**src/rtl/reg_writeback.sv**
```systemverilog
// Register-file write-port owner: merges in-order WB results with buffered late results
// (divider, late loads), with an anti-starvation stall and a pending-write hazard query.
module reg_writeback #(
  parameter int DEPTH      = 4,
  parameter int STARVE_MAX = 8,
  parameter int ADDR_W     = 5,
  parameter int DATA_W     = 32
) (
  input  logic              clk_i,
  input  logic              rst_n_i,
  input  logic              WBvalid_i,
  input  logic [ADDR_W-1:0] WBaddr_i,
  input  logic [DATA_W-1:0] WBdata_i,
  input  logic              Lvalid_i,
  output logic              Lready_o,
  input  logic [ADDR_W-1:0] Laddr_i,
  input  logic [DATA_W-1:0] Ldata_i,
  input  logic [ADDR_W-1:0] Qaddr_i,
  output logic              Qpend_o,
  output logic              stall_o,
  output logic              err_o,
  output logic [ADDR_W-1:0] RDaddr_o,
  output logic [DATA_W-1:0] RDdata_o,
  output logic              RegWrite_o
);

  localparam int PTR_W = (DEPTH > 1) ? $clog2(DEPTH) : 1;
  localparam int CNT_W = PTR_W + 1;
  localparam int STV_W = $clog2(STARVE_MAX + 1);

  // Late-result storage; head is read combinationally so it can win arbitration the
  // cycle after it is enqueued.
  logic [ADDR_W-1:0] r_addr_mem [DEPTH];
  logic [DATA_W-1:0] r_data_mem [DEPTH];

  logic [PTR_W-1:0]  r_rd_ptr;
  logic [PTR_W-1:0]  r_wr_ptr;
  logic [CNT_W-1:0]  r_count;
  logic [STV_W-1:0]  r_starve;
  logic              r_stall;
  logic              r_err;
  logic              r_reg_write;
  logic [ADDR_W-1:0] r_rd_addr;
  logic [DATA_W-1:0] r_rd_data;

  logic              w_empty;
  logic              w_lready;
  logic              w_wb_ok;
  logic              w_grant_head;
  logic              w_grant_wb;
  logic              w_push;
  logic              w_pop;
  logic [CNT_W-1:0]  w_count_next;
  logic [STV_W-1:0]  w_starve_next;
  logic              w_stall_next;
  logic              w_wr_en;
  logic [ADDR_W-1:0] w_wr_addr;
  logic [DATA_W-1:0] w_wr_data;
  logic [DEPTH-1:0]  w_hit;

  assign w_empty  = (r_count == '0);
  assign w_lready = (r_count < CNT_W'(DEPTH));
  assign w_wb_ok  = WBvalid_i && (WBaddr_i != '0);

  // A stall cycle always belongs to the FIFO head; otherwise the pipeline has priority.
  assign w_grant_head = !w_empty && (r_stall || !w_wb_ok);
  assign w_grant_wb   = !r_stall && w_wb_ok;

  // Writes to r0 are accepted on the handshake but never stored.
  assign w_push = Lvalid_i && w_lready && (Laddr_i != '0);
  assign w_pop  = w_grant_head;

  always_comb begin
    w_count_next = r_count;
    case ({w_push, w_pop})
      2'b10:   w_count_next = r_count + CNT_W'(1);
      2'b01:   w_count_next = r_count - CNT_W'(1);
      default: w_count_next = r_count;
    endcase
  end

  always_comb begin
    w_starve_next = '0;
    if (!w_empty && !w_grant_head) begin
      w_starve_next = r_starve + STV_W'(1);
    end
  end

  assign w_stall_next = (w_starve_next == STV_W'(STARVE_MAX));

  always_comb begin
    w_wr_en   = 1'b0;
    w_wr_addr = r_rd_addr;
    w_wr_data = r_rd_data;
    if (w_grant_head) begin
      w_wr_en   = 1'b1;
      w_wr_addr = r_addr_mem[r_rd_ptr];
      w_wr_data = r_data_mem[r_rd_ptr];
    end else if (w_grant_wb) begin
      w_wr_en   = 1'b1;
      w_wr_addr = WBaddr_i;
      w_wr_data = WBdata_i;
    end
  end

  always_ff @(posedge clk_i) begin
    if (w_push) begin
      r_addr_mem[r_wr_ptr] <= Laddr_i;
      r_data_mem[r_wr_ptr] <= Ldata_i;
    end
  end

  always_ff @(posedge clk_i or negedge rst_n_i) begin
    if (!rst_n_i) begin
      r_rd_ptr    <= '0;
      r_wr_ptr    <= '0;
      r_count     <= '0;
      r_starve    <= '0;
      r_stall     <= 1'b0;
      r_err       <= 1'b0;
      r_reg_write <= 1'b0;
      r_rd_addr   <= '0;
      r_rd_data   <= '0;
    end else begin
      if (w_push) r_wr_ptr <= r_wr_ptr + PTR_W'(1);
      if (w_pop)  r_rd_ptr <= r_rd_ptr + PTR_W'(1);
      r_count     <= w_count_next;
      r_starve    <= w_starve_next;
      r_stall     <= w_stall_next;
      // Pipeline asserting a write during a requested bubble is a contract violation.
      if (r_stall && WBvalid_i) r_err <= 1'b1;
      r_reg_write <= w_wr_en;
      r_rd_addr   <= w_wr_addr;
      r_rd_data   <= w_wr_data;
    end
  end

  // Hazard query: slot gi is live when its distance from the read pointer is below count.
  for (genvar gi = 0; gi < DEPTH; gi++) begin : g_qpend
    logic [PTR_W-1:0] w_off;
    assign w_off     = PTR_W'(gi) - r_rd_ptr;
    assign w_hit[gi] = ({1'b0, w_off} < r_count) && (r_addr_mem[gi] == Qaddr_i);
  end

  assign Qpend_o    = (|w_hit) && (Qaddr_i != '0);
  assign Lready_o   = w_lready;
  assign stall_o    = r_stall;
  assign err_o      = r_err;
  assign RegWrite_o = r_reg_write;
  assign RDaddr_o   = r_rd_addr;
  assign RDdata_o   = r_rd_data;

endmodule

```
**config.mk**
```make
export PLATFORM = sky130hd
export DESIGN_NAME = reg_writeback
export DESIGN_NICKNAME = d
export VERILOG_FILES = /design/src/rtl/reg_writeback.sv
export SDC_FILE = /design/constraint.sdc
export NUM_CORES = 1
export LEC_CHECK = 0
export ABC_AREA = 1
export ABC_CLOCK_PERIOD_IN_PS = 4100
export CAP_MARGIN = 10
export CORE_MARGIN = 1.5
export CORE_UTILIZATION = 45
export DETAILED_ROUTE_END_ITERATION = 8
export PLACE_DENSITY = 0.68
export SYNTH_ARGS = -nofsm -noshare
export SYNTH_HDL_FRONTEND = slang
export SYNTH_SLANG_ARGS = --single-unit
```
**constraint.sdc**
```tcl
create_clock -name clk_i -period 4.1 [get_ports clk_i]
set_input_delay 0.615 -clock clk_i [delete_from_list [all_inputs] [get_ports clk_i]]
set_output_delay 0.615 -clock clk_i [all_outputs]
set_load 0.02 [all_outputs]
```
==> results of run 1 <==
cell usage after synthesis:
library cell	n
nor2_8	2
edfxtp_1	148
ha_1	10
o211ai_2	1
nand3b_1	1
nand3_4	1
inv_2	4
o2111ai_1	3
nand4_1	17
nor2_1	40
dfrtp_1	51
xor2_1	7
clkbuf_1	1
fa_1	1
a21o_1	1
nand2_1	225
nor3_1	2
a21oi_1	36
nand2_4	2
nor2_2	1
buf_4	6
xnor2_1	10
buf_6	4
buf_2	18
inv_1	43
o21ai_1	14
inv_4	2
buf_1	1
o211ai_1	7
nand3_1	74
o21ai_0	5
placed cells by master (no fill, tap or decap), types with 3 or more instances in the layout:
cell type	netlist	final
clkbuf_1	1	3
nand4_1	17	17
inv_2	4	4
o2111ai_1	3	3
xnor2_1	10	10
dfrtp_1	51	50
ha_1	10	10
o211ai_1	7	7
o21ai_0	5	5
a21oi_1	36	36
clkbuf_16	0	17
clkdlybuf4s50_1	0	123
bufinv_16	0	3
xor2_1	7	7
inv_1	43	43
nor2_1	40	35
nand3_1	74	74
nand2_1	225	225
buf_4	6	13
edfxtp_1	148	148
nor2_4	0	5
o21ai_1	14	14
how the worst max path moves through the flow:
stage,cells after the start,start,to,slack (ns)
finish,12,r_rd_ptr[0],Qpend_o,0.64
global route,12,r_rd_ptr[0],Qpend_o,0.53
CTS,12,r_rd_ptr[0],Qpend_o,0.58
detailed placement,12,WBaddr_i[2],r_count[2],0.85
global placement,12,WBaddr_i[2],r_count[2],0.94
floorplan,4,Laddr_i[4],r_addr_mem[0][0],1.15
state kept, by name, summed over array words and instances, names as in the netlist:
signal / count
RDaddr_o: 5
RDdata_o: 32
RegWrite_o: 1
err_o: 1
r_addr_mem: 20
r_count: 3
r_data_mem: 128
r_rd_ptr: 2
r_starve: 4
r_wr_ptr: 2
stall_o: 1
worst register-to-register path: stages (launching register included):
cell     delay (ns)
dfrtp_1        0.41
inv_2          0.13
nand3_4        0.31
nand2_4        0.28
inv_4          0.31
ha_1           0.19
inv_1          0.07
fa_1           0.38
a21oi_1        0.15
o21ai_0        0.10
xor2_1         0.15
routing by layer:
metal | routed length, µm | GRT usage
met5 | 0 | 0
met4 | 442 | 0.0924
met3 | 986 | 0.0404
met2 | 9450 | 0.342
met1 | 8430 | 0.268
cells by family (layout without fill, tap and decap cells):
family,Yosys count,after routing,share of synthesized area
adder cells (fa/ha/maj),11,11,0.0174
XOR/XNOR,17,17,0.0179
buffers and inverters,79,219,0.0452
flip-flops,199,199,0.686
AND/OR/NAND/NOR,365,365,0.189
AO/OA/AOI/OAI,67,67,0.0449
per-stage QoR:
stage          area [µm²]  power (mW)   util
3_5_place_dp         9810        5.34  0.543
5_1_grt             10400        7.40  0.577
3_3_place_gp         9810        5.30  0.543
4_1_cts             10400        7.06  0.577
2_1_floorplan        8340        4.35      -
6_report            10400        7.01  0.577
power by group through the flow:
stage | registers (mW) | logic, mW | clock network (mW)
after floorplan | 3.05 | 1.31 | 0
after global placement | 2.88 | 2.42 | 0
after detailed placement | 2.89 | 2.45 | 0
after CTS | 2.85 | 2.47 | 1.73
after global routing | 2.90 | 2.70 | 1.81
final | 2.85 | 2.45 | 1.71
layout make-up:
cell class	instances	area [µm²]	share of cell area
clock inverter	10	144	0.0138
sequential	199	5720	0.549
multi-input combinational	460	2280	0.219
timing repair buffer	138	1340	0.129
tap	229	287	0.0275
inverter	49	189	0.0181
clock buffer	22	464	0.0445
what timing repair did:
action                    CTS  global route
hold buffers                1             0
hold endpoints to repair    1             0
resized for setup           0             0
==> out/results.ini, run 1 <==
[timing]
hold_viol_final=0
hold_slack_ns=0.460
rsz0062_at_grt=false
fin_tns_setup_ns=0
finalSetupViolCount=0
worst_slew_pin_slew_ns=0.801
relSlewSlack=0.465
timing.final.ws_setup_ns=0.635
drv_slew=0
timing.final.crit_share=0.845
clock_skew_ns=0.00944
clock.fmax_mhz=289
fin_crit_ns=3.46

[cts]
cts_buffers=17
clkLatencyLatePin_ns=0.44
clock_path_buffers=2
cts.sinks=199
clk_pin_slew_ns=0.07
postCtsSetupBuffers=0
cts_tree=done
root_buffer=clkbuf_16
htree_levels=4

[yosys]
yosysWarnings=0
ys_seq_area_frac=0.686
syn_inst=738
post_synth.cell_area_avg_um2=11.3
synth_top_cell_area_share=0.533
synth.distinct_cells=31
ys_seq_elements=199
syn_nets=832
synth.cell_area_um2=8340
synthTopCellsByArea=edfxtp_1 (53%), dfrtp_1 (15%), nand2_1 (10%), nand3_1 (4.4%), a21oi_1 (2.2%)
yosysTopAreaCell=edfxtp_1

[global_routing]
antenna_found_initial=0
grt.total_usage=0.207
grt_pass1_wl_um=30300
grt_max_degree=51
grt_pass1_vias=5793
overflow=0

[critical_path]
worstPathCellList=nand2_1 > nand2_1 > inv_1 > ha_1 > nand3_1 > nand2_1 > nor2_1 > nand2_1 > nand2_1 > nor2_1 > nor2_1 > clkdlybuf4s50_1
cp-start-kind=flip-flop
cp_top_family=simple AND/OR/NAND/NOR gates
cpMostUsedCell=nand2_1
crit_buf_inv=2
worstPathRequired_ns=3.48
path_class=flip-flop to output pin
endpoint_kind=output pin
reg2reg_to=r_count[2]
cp_slowest_stage_delay_ns=0.65
regToRegStartpoint=r_count[2]
critPathMaxFanout=20
r2r_cells=10
cp_slowest_cell=dfrtp_2
r2r_slack_ns=1.50
arrival_ns=2.85

[route]
drt_iter0_drc=407
drc=8
ant_nets=0
finalWirelength_um=19300
firstDrtPassIters=9
vias=5763
avgRoutedWirePerCell_um=17.4
viasPerCell=5.21

[pwr]
internal_power_mw=4.51
p_leak_nw=4.05
seq_power_share=0.407
clock_power_share=0.243
vdd_drop_max_v=0.000364
power.share.switching=0.356
power.switching_mw=2.50
power_density_nw_per_um2=672
comb_power_share=0.350

[final_layout]
num-nets-final=959
fin_cells=1107
nFillCells=1505
syn_to_final_growth_pct=25.1
drive_above_1_share=0.0695
n_antenna_cell=0

[floorplan]
dieHeight_um=139
start_util=0.461
num_rows=49
fp.dieW_um=139
io_pins=125
dieArea_um2=19400
core_um2=18100

[outcome]
violations=design-rule violations
status=finished with violations

[min_path]
min_delay_path_depth=1
hp-start=err_o
worstHoldEndpoint=err_o
min_path_type=flip-flop to flip-flop

[placed_design]
hpwl_um=12100
place_ws_ns=0.847
placed_cells=1074
io_buffers=124
gp_congestion=0.823

[flow_run]
cap_violations=0

(Power assumes the default switching activity.)
==> run 2: changes to the inputs <==
Settings changed: ABC_CLOCK_PERIOD_IN_PS 4100 to 3600.
Clock period 4.1 ns to 3.6 ns, I/O delays scaled along.
==> run 2 against run 1 <==
  * The flow still finishes with violations (design-rule violations)
  * Via count is essentially flat
  * Total power increased by 11%
  * Non-clock buffer count down 2
  * Sequential share of layout area is 0.31 points higher
  * Combinational power up 15%
  * Global-route usage grew 0.089 points
  * Worst hold slack worse by 0.26 ns
  * Cell area down 0.56%
  * Wire length decreased by 0.64%
  * Count of clock-buffer cells in the layout shrank 2
  * Die area unchanged
  * Utilization is 0.33 points lower
==> out/results.ini, run 2 (synthesis results as in run 1) <==
[route]
drt_iter0_drc=491  ; +21%
vias=5767  ; +0.069%
viasPerCell=5.22  ; +0.25%
ant_nets=0  ; unchanged
finalWirelength_um=19200  ; -0.64%
drc=10  ; +2
firstDrtPassIters=9  ; unchanged
avgRoutedWirePerCell_um=17.4  ; -0.46%

[critical_path]
cpMostUsedCell=nand2_1
r2r_cells=8  ; -2
worstPathRequired_ns=3.06  ; -0.42 ns
worstPathCellList=nand2_1 > nand2_1 > inv_1 > ha_1 > nand3_1 > nand2_1 > nor2_1 > nand2_1 > nand2_1 > nor2_1 > nor2_1 > clkdlybuf4s50_1
path_class=flip-flop to output pin
regToRegStartpoint=r_count[1]
arrival_ns=2.60  ; -0.25 ns
cp_top_family=simple AND/OR/NAND/NOR gates
cp_slowest_stage_delay_ns=0.60  ; -0.05 ns
r2r_slack_ns=1.25  ; -0.25 ns
crit_buf_inv=2  ; unchanged
cp_slowest_cell=clkdlybuf4s50_1
endpoint_kind=output pin
critPathMaxFanout=5  ; -75%
reg2reg_to=r_count[1]
cp-start-kind=flip-flop

[floorplan]
dieHeight_um=139  ; unchanged
num_rows=49  ; unchanged
io_pins=125  ; unchanged
core_um2=18100  ; unchanged
dieArea_um2=19400  ; unchanged
start_util=0.461  ; unchanged
fp.dieW_um=139  ; unchanged

[cts]
cts_tree=done
hold_buffers=0  ; -1
cts.sinks=199  ; unchanged
htree_levels=4  ; unchanged
root_buffer=clkbuf_16
cts_buffers=17  ; unchanged
postCtsSetupBuffers=0  ; unchanged
clkLatencyLatePin_ns=0.43  ; about the same
clk_pin_slew_ns=0.07  ; about the same
post_cts_resized=0  ; unchanged
clock_path_buffers=2  ; unchanged

[pwr]
power.share.switching=0.361  ; +0.00480
clock_power_share=0.226  ; -0.017
power_density_nw_per_um2=749  ; +11%
seq_power_share=0.413  ; +0.006
internal_power_mw=4.96  ; +10%
totalPowerFinal_mw=7.77  ; +11%
p_leak_nw=4.01  ; -0.97%
comb_power_share=0.361  ; +0.011
power.switching_mw=2.81  ; +12%
vdd_drop_max_v=0.000440  ; +21%

[global_routing]
antenna_found_initial=0  ; unchanged
grt_pass1_vias=5665  ; -2.2%
grt_max_degree=39  ; -24%
grt.total_usage=0.208  ; +0.000894
grt_pass1_wl_um=30500  ; +0.80%
overflow=0  ; unchanged

[final_layout]
layout_commonest_cell=nand2_1
syn_to_final_growth_pct=24.3
final_cell_mix=nand2_1 (225), edfxtp_1 (148), clkdlybuf4s50_1 (123)
regMostFlops=r_data_mem
num-nets-final=957  ; -0.21%
n_antenna_cell=0  ; unchanged
drive_above_1_share=0.0685  ; -0.000983
largest_reg_flops=128  ; unchanged
finish.instance_area_um2=10400  ; -0.56%

[placed_design]
hpwl_um=12100  ; -0.43%
placed_area_um2=9830  ; +0.18%
io_buffers=124  ; unchanged
gp_congestion=0.901  ; +9.4%

[timing]
fin_crit_ns=3.14
timing.final.crit_share=0.871
worst_slew_pin_slew_ns=0.812  ; +0.0111 ns
clock.fmax_mhz=319
finalSetupViolCount=0  ; unchanged
fin_tns_setup_ns=0  ; unchanged
rsz0062_at_grt=false
clock_skew_ns=0.00963  ; +0.000193 ns
relSlewSlack=0.459  ; -0.00664
hold_viol_final=0  ; unchanged
drv_slew=0  ; unchanged

[outcome]
violations=design-rule violations
status=finished with violations

[min_path]
min_path_type=input port to asynchronous set/reset pin

[flow_run]
cap_violations=0  ; unchanged

[run 2: metrics by stage]
| stage | hold WS, ns | instances | util | setup slack [ns] |
|---|---|---|---|---|
| floorplan | 0.244 | 738 | - | 0.712 |
| global placement | 0.439 | 1073 | 0.543 | 0.726 |
| detailed placement | 0.452 | 1073 | 0.543 | 0.703 |
| CTS | 0.214 | 1105 | 0.573 | 0.439 |
| global route | 0.236 | 1105 | 0.573 | 0.252 |
| finish | 0.197 | 1105 | 0.573 | 0.465 |
[run 2: final cells by class]
type | count | area, µm²
multi-input cells | 460 | 2280
inverters | 49 | 189
fillers | 1517 | 7710
well taps | 229 | 287
flip-flops and latches | 199 | 5720
repair buffers | 136 | 1350
clock buffers | 20 | 437
clock inverters | 12 | 105
[run 2: layer usage]
metal | global-route usage | vias up | routed length, µm
met5 | 0 | - | 0
met2 | 0.355 | 208 | 9670
met1 | 0.268 | 2767 | 8030
li1 | - | 2776 | -
met3 | 0.0421 | 16 | 1280
met4 | 0.0672 | 0 | 197
[run 2: how the worst max path moves through the flow]
stage                     cells after the start                to        start
after floorplan                               3  r_addr_mem[0][0]   r_count[2]
after global placement                       10           Qpend_o   Qaddr_i[0]
after detailed placement                     12        r_count[2]  WBaddr_i[0]
after CTS                                    12           Qpend_o  r_rd_ptr[1]
after global routing                         12           Qpend_o  r_rd_ptr[1]
final                                        12           Qpend_o  r_rd_ptr[1]
[run 2: power by group through the flow]
stage	logic [mW]	clock network [mW]	registers (mW)
2_1_floorplan	1.49	0	3.47
3_3_place_gp	2.79	0	3.24
3_5_place_dp	2.82	0	3.25
4_1_cts	2.84	1.78	3.21
5_1_grt	3.12	1.88	3.25
6_report	2.81	1.76	3.21
